File: config.mk
export PLATFORM = sky130hd
export DESIGN_NAME = dma_copy_engine_flat
export DESIGN_NICKNAME = d
export VERILOG_FILES = /design/src/rtl/dma_copy_engine_pkg.sv /design/src/rtl/dma_copy_engine_if.sv /design/src/rtl/dma_copy_engine.sv /design/src/flat_wrapper.sv
export SDC_FILE = /design/constraint.sdc
export NUM_CORES = 1
export LEC_CHECK = 0
export BUFFER_PORTS_ARGS = -buffer_cell sky130_fd_sc_hd__buf_4
export CAP_MARGIN = 5
export CORE_UTILIZATION = 55
export DETAILED_ROUTE_END_ITERATION = 10
export GPL_ROUTABILITY_DRIVEN = 1
export PLACE_DENSITY = 0.85
export SLEW_MARGIN = 0
export SYNTH_ARGS = -nofsm -noshare
export SYNTH_HDL_FRONTEND = slang
export SYNTH_SLANG_ARGS = --single-unit
File: constraint.sdc
create_clock -name clk -period 5 [get_ports clk]
set_input_delay 1 -clock clk [delete_from_list [all_inputs] [get_ports clk]]
set_output_delay 1 -clock clk [all_outputs]
set_load 0.005 [all_outputs]
File: src/rtl/dma_copy_engine_pkg.sv
// dma_pkg: shared types and constants for the word copy engine.
// Defines the FSM state enum, the command bundle and the word size.
package dma_pkg;

  localparam int DMA_ADDR_WIDTH = 32;
  localparam int DMA_LEN_WIDTH  = 16;
  localparam int DMA_WORD_BYTES = 4;

  typedef enum logic [2:0] {
    S_IDLE,
    S_RD_REQ,
    S_RD_WAIT,
    S_WR_REQ,
    S_WR_WAIT,
    S_DONE
  } dma_state_t;

  typedef struct packed {
    logic [DMA_ADDR_WIDTH-1:0] src;
    logic [DMA_ADDR_WIDTH-1:0] dst;
    logic [DMA_LEN_WIDTH-1:0]  len;
  } dma_cmd_t;

endpackage

File: src/rtl/dma_copy_engine_if.sv
// Single-outstanding memory port between the copy engine and memory.
// master: engine (req_* out, resp_* in); slave: memory responder.
interface dma_copy_engine_if #(
  parameter int ADDR_WIDTH = 32
) ();

  logic                  req_valid;
  logic                  req_ready;
  logic [ADDR_WIDTH-1:0] req_addr;
  logic                  req_wen;
  logic [31:0]           req_wdata;
  logic                  resp_valid;
  logic                  resp_error;
  logic [31:0]           resp_rdata;

  modport master (
    output req_valid, req_addr, req_wen, req_wdata,
    input  req_ready, resp_valid, resp_error, resp_rdata
  );

  modport slave (
    input  req_valid, req_addr, req_wen, req_wdata,
    output req_ready, resp_valid, resp_error, resp_rdata
  );

endinterface

File: src/rtl/dma_copy_engine.sv
// dma_copy_engine: word memory-to-memory copy, read-then-write per word.
// Ports: clk, rst_n (async low), cmd_* command handshake, mem (memory
// port master), done pulse, err, words_done, checksum.
// Macro DMA_CHECKSUM_EN: checksum sums read data; otherwise tied to 0.
module dma_copy_engine
  import dma_pkg::*;
#(
  parameter int ADDR_WIDTH = DMA_ADDR_WIDTH,
  parameter int LEN_WIDTH  = DMA_LEN_WIDTH
) (
  input  logic                  clk,
  input  logic                  rst_n,
  input  logic                  cmd_valid,
  output logic                  cmd_ready,
  input  logic [ADDR_WIDTH-1:0] cmd_src,
  input  logic [ADDR_WIDTH-1:0] cmd_dst,
  input  logic [LEN_WIDTH-1:0]  cmd_len,
  dma_copy_engine_if.master     mem,
  output logic                  done,
  output logic                  err,
  output logic [LEN_WIDTH-1:0]  words_done,
  output logic [31:0]           checksum
);

  localparam logic [ADDR_WIDTH-1:0] STEP =
    ADDR_WIDTH'(DMA_WORD_BYTES);
  localparam logic [ADDR_WIDTH-1:0] ALIGN =
    ~ADDR_WIDTH'(DMA_WORD_BYTES - 1);

  dma_state_t            r_state;
  dma_state_t            w_state_nx;
  logic [ADDR_WIDTH-1:0] r_src;
  logic [ADDR_WIDTH-1:0] r_dst;
  logic [LEN_WIDTH-1:0]  r_len;
  logic [LEN_WIDTH-1:0]  r_words;
  logic [31:0]           r_data;
  logic                  r_err;

  logic                  w_accept;
  logic                  w_rd_rsp;
  logic                  w_wr_rsp;
  logic                  w_rd_ok;
  logic                  w_wr_ok;
  logic                  w_rsp_err;
  logic [LEN_WIDTH-1:0]  w_words_inc;
  logic                  w_last;

  assign w_accept    = (r_state == S_IDLE) && cmd_valid;
  assign w_rd_rsp    = (r_state == S_RD_WAIT) && mem.resp_valid;
  assign w_wr_rsp    = (r_state == S_WR_WAIT) && mem.resp_valid;
  assign w_rd_ok     = w_rd_rsp && !mem.resp_error;
  assign w_wr_ok     = w_wr_rsp && !mem.resp_error;
  assign w_rsp_err   = (w_rd_rsp || w_wr_rsp) && mem.resp_error;
  assign w_words_inc = r_words + LEN_WIDTH'(1);
  assign w_last      = (w_words_inc == r_len);

  always_ff @(posedge clk or negedge rst_n) begin
    if (!rst_n) begin
      r_state <= S_IDLE;
    end else begin
      r_state <= w_state_nx;
    end
  end

  always_comb begin
    w_state_nx = r_state;
    unique case (r_state)
      S_IDLE: begin
        if (cmd_valid) begin
          w_state_nx = (cmd_len == '0) ? S_DONE : S_RD_REQ;
        end
      end
      S_RD_REQ: begin
        if (mem.req_ready) w_state_nx = S_RD_WAIT;
      end
      S_RD_WAIT: begin
        if (mem.resp_valid) begin
          w_state_nx = mem.resp_error ? S_DONE : S_WR_REQ;
        end
      end
      S_WR_REQ: begin
        if (mem.req_ready) w_state_nx = S_WR_WAIT;
      end
      S_WR_WAIT: begin
        if (mem.resp_valid) begin
          w_state_nx = (mem.resp_error || w_last) ?
                       S_DONE : S_RD_REQ;
        end
      end
      S_DONE:  w_state_nx = S_IDLE;
      default: w_state_nx = S_IDLE;
    endcase
  end

  // Request fields come straight from registers, so they stay
  // stable for as long as a REQ state waits on req_ready.
  always_comb begin
    cmd_ready     = 1'b0;
    done          = 1'b0;
    mem.req_valid = 1'b0;
    mem.req_wen   = 1'b0;
    mem.req_addr  = r_src;
    unique case (r_state)
      S_IDLE:   cmd_ready = 1'b1;
      S_RD_REQ: mem.req_valid = 1'b1;
      S_WR_REQ: begin
        mem.req_valid = 1'b1;
        mem.req_wen   = 1'b1;
        mem.req_addr  = r_dst;
      end
      S_DONE:   done = 1'b1;
      default: ;
    endcase
  end

  assign mem.req_wdata = r_data;
  assign err           = r_err;
  assign words_done    = r_words;

  always_ff @(posedge clk or negedge rst_n) begin
    if (!rst_n) begin
      r_src   <= '0;
      r_dst   <= '0;
      r_len   <= '0;
      r_words <= '0;
      r_data  <= '0;
      r_err   <= 1'b0;
    end else begin
      unique case (1'b1)
        w_accept: begin
          r_src   <= cmd_src & ALIGN;
          r_dst   <= cmd_dst & ALIGN;
          r_len   <= cmd_len;
          r_words <= '0;
          r_err   <= 1'b0;
        end
        w_rsp_err: r_err  <= 1'b1;
        w_rd_ok:   r_data <= mem.resp_rdata;
        w_wr_ok: begin
          r_words <= w_words_inc;
          r_src   <= r_src + STEP;
          r_dst   <= r_dst + STEP;
        end
        default: ;
      endcase
    end
  end

`ifdef DMA_CHECKSUM_EN
  logic [31:0] r_csum;

  always_ff @(posedge clk or negedge rst_n) begin
    if (!rst_n) begin
      r_csum <= '0;
    end else if (w_accept) begin
      r_csum <= '0;
    end else if (w_rd_ok) begin
      r_csum <= r_csum + mem.resp_rdata;
    end
  end

  assign checksum = r_csum;
`else
  assign checksum = '0;
`endif

endmodule

File: src/flat_wrapper.sv
// flat-port wrapper written by rule: the top's interface ports become plain ports
module dma_copy_engine_flat import dma_pkg::*;
#(
  parameter int ADDR_WIDTH = DMA_ADDR_WIDTH,
  parameter int LEN_WIDTH  = DMA_LEN_WIDTH
)
  (clk, rst_n, cmd_valid, cmd_ready, cmd_src, cmd_dst, cmd_len, done, err, words_done, checksum, mem_req_valid, mem_req_addr, mem_req_wen, mem_req_wdata, mem_req_ready, mem_resp_valid, mem_resp_error, mem_resp_rdata);
  dma_copy_engine_if #(.ADDR_WIDTH(ADDR_WIDTH)) mem_i ();
  input  logic clk;
  input  logic rst_n;
  input  logic cmd_valid;
  output logic cmd_ready;
  input  logic [ADDR_WIDTH-1:0] cmd_src;
  input  logic [ADDR_WIDTH-1:0] cmd_dst;
  input  logic [LEN_WIDTH-1:0] cmd_len;
  output logic done;
  output logic err;
  output logic [LEN_WIDTH-1:0] words_done;
  output logic [31:0] checksum;
  output wire logic [$bits(mem_i.req_valid)-1:0] mem_req_valid;
  output wire logic [$bits(mem_i.req_addr)-1:0] mem_req_addr;
  output wire logic [$bits(mem_i.req_wen)-1:0] mem_req_wen;
  output wire logic [$bits(mem_i.req_wdata)-1:0] mem_req_wdata;
  input wire logic [$bits(mem_i.req_ready)-1:0] mem_req_ready;
  input wire logic [$bits(mem_i.resp_valid)-1:0] mem_resp_valid;
  input wire logic [$bits(mem_i.resp_error)-1:0] mem_resp_error;
  input wire logic [$bits(mem_i.resp_rdata)-1:0] mem_resp_rdata;
  assign mem_req_valid = mem_i.req_valid;
  assign mem_req_addr = mem_i.req_addr;
  assign mem_req_wen = mem_i.req_wen;
  assign mem_req_wdata = mem_i.req_wdata;
  assign mem_i.req_ready = mem_req_ready;
  assign mem_i.resp_valid = mem_resp_valid;
  assign mem_i.resp_error = mem_resp_error;
  assign mem_i.resp_rdata = mem_resp_rdata;
  dma_copy_engine #(.ADDR_WIDTH(ADDR_WIDTH), .LEN_WIDTH(LEN_WIDTH)) u_core (.clk(clk), .rst_n(rst_n), .cmd_valid(cmd_valid), .cmd_ready(cmd_ready), .cmd_src(cmd_src), .cmd_dst(cmd_dst), .cmd_len(cmd_len), .mem(mem_i), .done(done), .err(err), .words_done(words_done), .checksum(checksum));
endmodule
== Word level (Yosys, flattened, before mapping) ==
Index checks and enable logic that the tools add are counted.

* Add/sub/neg operators: 3
* Eq/ne operators: 11
* Multiplexer cells: 18
* Reduce and logical (&&, ||, !) cells: 15

{| class="wikitable"
|+ Operator list
! cell !! count
|-
| 32-bit case mux with 2 select lines || 2
|-
| 32-bit by 3-bit adder with 32-bit output, second input constant || 2
|-
| 32-bit two-way mux || 1
|-
| 16-bit case mux with 2 select lines || 1
|-
| 3-bit two-way mux || 8
|-
| 16-bit by 1-bit adder with 16-bit output, second input constant || 1
|-
| 16-bit equality test || 1
|-
| 16-bit logical NOT || 1
|-
| 3-bit case mux with 5 select lines || 1
|-
| 2-bit inequality test, second input constant || 5
|-
| 3-bit by 2-bit equality test with 1-bit output, second input constant || 2
|-
| 3-bit equality test, second input constant || 2
|-
| 1-bit logical AND || 6
|-
| 5-bit AND reduction || 1
|-
| 1-bit two-way mux || 4
|-
| 2-bit nonzero test || 2
|-
| 3-bit by 1-bit equality test with 1-bit output, second input constant || 1
|-
| 3-bit logical NOT || 1
|-
| 1-bit logical OR || 2
|-
| 1-bit case mux with 2 select lines || 1
|-
| 2-bit OR reduction || 1
|-
| 1-bit logical NOT || 1
|}

* Register bits after elaboration: 132
* Bits of input ports: 118
* Logic and storage cells: 54

== Longest topological paths before layout ==
* Word-level depth: 6
* Gate-level depth with buffers: 9
* Gate-level depth less buffers: 7

== Least setup slack after synthesis ==
Ideal clock, no wire load.

* Path kind: register -> output
* From: register u_core.r_state[0]
* To: output port mem_req_addr[10]
* Data arrival time: 1.722 ns
* Data required time: 4.000 ns
* Setup slack: 2.278 ns
* Cell stages (with the launch flop): 6
* Buffers on the path: 2
* Path through: dfrtp_1 > clkbuf_1 > nor2b_1 > nand2_1 > clkbuf_1 > mux2_2

* Longest elaborated chain between the ends: 2

{| class="wikitable"
|+ Ends and longest elaborated chain
! element !! RTL line !! RTL
|-
| from (decl) || dma_copy_engine.sv:30 || <nowiki>dma_state_t r_state;</nowiki>
|-
| from (signal assigned) || dma_copy_engine.sv:61 || <nowiki>r_state <= w_state_nx;</nowiki>
|-
| 3-bit by 2-bit equality test with 1-bit output || dma_copy_engine.sv:103 || <nowiki>unique case (r_state)</nowiki>
|-
| 32-bit two-way mux || dma_copy_engine.sv:103 ||
|-
| to (decl) || flat_wrapper.sv:21 || <nowiki>output wire logic [$bits(mem_i.req_addr)-1:0] mem_req_addr;</nowiki>
|}

No other way between the ends.

== Worst setup path after layout ==
* From: register u_core.r_state[0]
* To: output port mem_req_addr[30]

Same word-level chain as after synthesis.

==> impl_metrics.env <==
export IMPL_critPathSlowestCell="dfrtp_1"
export IMPL_antenna_cells=0
export IMPL_synthTopCellsByCount="nand2_1 (133), dfrtp_1 (128), nor2_1 (70)"
export IMPL_max_cap_violations=0
export IMPL_crit_arrival_ns=2.24
export IMPL_core_area_mm2=0.0128
export IMPL_vdd_drop_max_uv=243
export IMPL_setup_viol=0
export IMPL_power_w=0.00538
export IMPL_status="finished clean"
export IMPL_max_slew_margin_pct=41.1
export IMPL_drc=0
export IMPL_fp_dieW_um=118
export IMPL_fillers=993
export IMPL_r2r_end="u_core.r_src[30]"
export IMPL_overflow=0
export IMPL_cts_tree="built"
export IMPL_path_class="reg -> out"
export IMPL_grt_pass1_wl_um=33800
export IMPL_synthDistinctLibCells=59
export IMPL_place_hpwl_um=14600
export IMPL_grt_use_total_pct=30.9
export IMPL_ant_nets=0
export IMPL_path_cells="nor2b_1, nand2_1, buf_4, mux2_2, buf_4"
export IMPL_vias_per_cell=5.99
export IMPL_die_h_um=118
export IMPL_rsz0062_at_grt="false"
export IMPL_die_area_mm2=0.0138
export IMPL_holdBufCountCts=0
export IMPL_syn_area_per_cell_um2=9.03
export IMPL_async_reset_ff_share_pct=100
export IMPL_synth_most_common_cell="nand2_1"
export IMPL_io_buffers=196
export IMPL_cts_resized=0
export IMPL_reg2reg_from="u_core.r_state[2]"
export IMPL_tns_ns=0
export IMPL_cts_buffer_depth=2
export IMPL_post_drt_wl_per_cell_um=17.9
export IMPL_p_leak_nw=4.23
export IMPL_multi_input_area_mm2=0.00379
export IMPL_h_tree_depth=4
export IMPL_synth_top_flop_cell="dfrtp_1"
export IMPL_crit_path_max_fanout=36
export IMPL_start_util_pct=57.3
export IMPL_route_vias_total=7027
export IMPL_max_freq_mhz=309
export IMPL_postCtsSetupBuffers=0
export IMPL_final_nets=1109
export IMPL_setup_worst_path_end_class="primary output"
export IMPL_ys_seq_area_share_pct=43.6
export IMPL_row_count=41
export IMPL_path_common_cell="buf_4"
export IMPL_hold_path_class="reg -> reg"
export IMPL_synth_seq_cells=128
export IMPL_drive_gt1_share_pct=30.8
export IMPL_synth_top_area_cell="dfrtp_1"
export IMPL_yosysWarnings=0
export IMPL_yosysTopAreaCellShare_pct=43.6
export IMPL_fin_worst_skew_ns=0.00790
export IMPL_drt_wl_total_um=21000
export IMPL_synth_edf_count=0
export IMPL_clk_latency_ns=0.41
export IMPL_grt_max_degree=72
export IMPL_first_pass_iters=6
export IMPL_cp_start_kind="register"
export IMPL_tightest_slew_ns=0.883
export IMPL_worst_r2r_cell_count=6
export IMPL_gp_congestion=0.893
export IMPL_numCtsBuffers=17
export IMPL_critPathMaxStageDelay_ns=0.52
export IMPL_pwr_density_cell_mw_per_mm2=571
export IMPL_crit_path_start="u_core.r_state[0]"
export IMPL_crit_end="mem_req_addr[30]"
export IMPL_finalCriticalPeriod_ns=3.24
export IMPL_cts_root_buffer="clkbuf_16"
export IMPL_syn_to_final_growth_pct=28.3
export IMPL_hold_viol=0
export IMPL_synthTopCellsByArea="dfrtp_1 (44%), mux2_2 (8.7%), nand2_1 (6.8%), nor2_1 (3.6%), buf_4 (3.5%)"
export IMPL_r2r_slack_ns=2.07
export IMPL_first_global_vias=6576
export IMPL_cp_required_ns=4.00
export IMPL_clock_sinks=128
export IMPL_grt_antenna_before_repair=0
export IMPL_period_share_pct=64.8
export IMPL_synth_area_mm2=0.00734
export IMPL_drt_iter0_drc=625
export IMPL_seq_area_mm2=0.00320
export IMPL_io_pins=235
export IMPL_cts_clk_slew_worst_paths_ns=0.06
export IMPL_maxSlewViolCount=0
export IMPL_netlist_instances=813
final cells by class:
type / instances / area share, %
clock inverters: 14 / 2.02
clock buffers: 18 / 4.66
inverters: 12 / 0.478
repair buffers: 205 / 16.3
flip-flops and latches: 128 / 34.0
well taps: 172 / 2.28
multi-input cells: 624 / 40.2
cells by family after synthesis:
logic type,after synthesis,synth area share (%)
other,1,0.0511
DFF,128,43.6
adders and majority gates,3,0.511
xor gates and xnor gates,20,2.39
AOI/OAI and AO/OA,173,15.7
buffers and inverters,94,6.68
muxes,62,9.42
and+or+nand+nor,332,21.6
layout by cell type (no fill, tap or decap), types with 9 or more instances in the layout:
cell type  Yosys  routed
buf_4         34     205
nand2_1      133     132
dfrtp_1      128     128
nor2_1        70      69
mux2_2        57      57
o21ai_0       49      49
conb_1         1      34
nand3_1       27      27
a21oi_1       27      26
nand4_1       24      24
nor3_1        19      19
clkbuf_16      0      17
and3_1        16      16
o211ai_1      15      15
inv_1         12      12
a211oi_1      12      12
xnor2_1       11      11
o22ai_1       10      10
nor4_1        10      10
o311ai_0      10      10
o31ai_1       10      10
xor2_1         9       9
sequential cells by signal, indices dropped and copies added, names as in the netlist:
register,cells
u_core.err,1
u_core.r_len,16
u_core.r_dst,30
u_core.r_src,30
u_core.mem.req_wdata,32
u_core.words_done,16
u_core.r_state,3
worst min-delay path by stage:
stage	startpoint	endpoint	slack (ns)	cells after the start
after global routing	u_core.r_dst[31]	u_core.r_dst[31]	0.52	1
final	u_core.r_len[9]	u_core.r_len[9]	0.49	2
after detailed placement	u_core.r_len[7]	u_core.r_len[7]	0.49	2
after global placement	u_core.r_len[9]	u_core.r_len[9]	0.48	2
after floorplan	u_core.r_src[28]	u_core.r_src[28]	0.46	1
after CTS	u_core.r_len[4]	u_core.r_len[4]	0.50	2
critical path: cells and delay by family (launching register included):
family,cells,cell delay (ns)
buffers and inverters,2,0.53
AND/OR/NAND/NOR,2,0.35
flip-flops,1,0.52
multiplexers,1,0.41
layer usage:
metal | global-route usage (%) | up-vias | share of wire, %
met5 | 0 | - | 0
met4 | 16.0 | 0 | 4.3
met3 | 6.15 | 69 | 8.1
met2 | 47.4 | 437 | 45
met1 | 41.4 | 3277 | 42
li1 | - | 3244 | -
report_power, final:
group | internal (W) | switching [W] | total (W)
registers | 0.00148 | 0.000525 | 0.00201
logic | 0.00106 | 0.00100 | 0.00206
clock network | 0.000845 | 0.000463 | 0.00131
metrics by stage:
stage,setup WS [ns],area [um^2],util (%),cells,hold WS (ns)
floorplan,2.28,7470,-,846,0.456
global placement,1.82,8790,68.6,1141,0.483
detailed placement,1.74,8790,68.6,1141,0.486
CTS,1.76,9420,73.5,1173,0.500
global route,1.66,9420,73.5,1173,0.523
finish,1.76,9420,73.5,1173,0.495
Note: power is estimated with default switching activity, not from simulation.
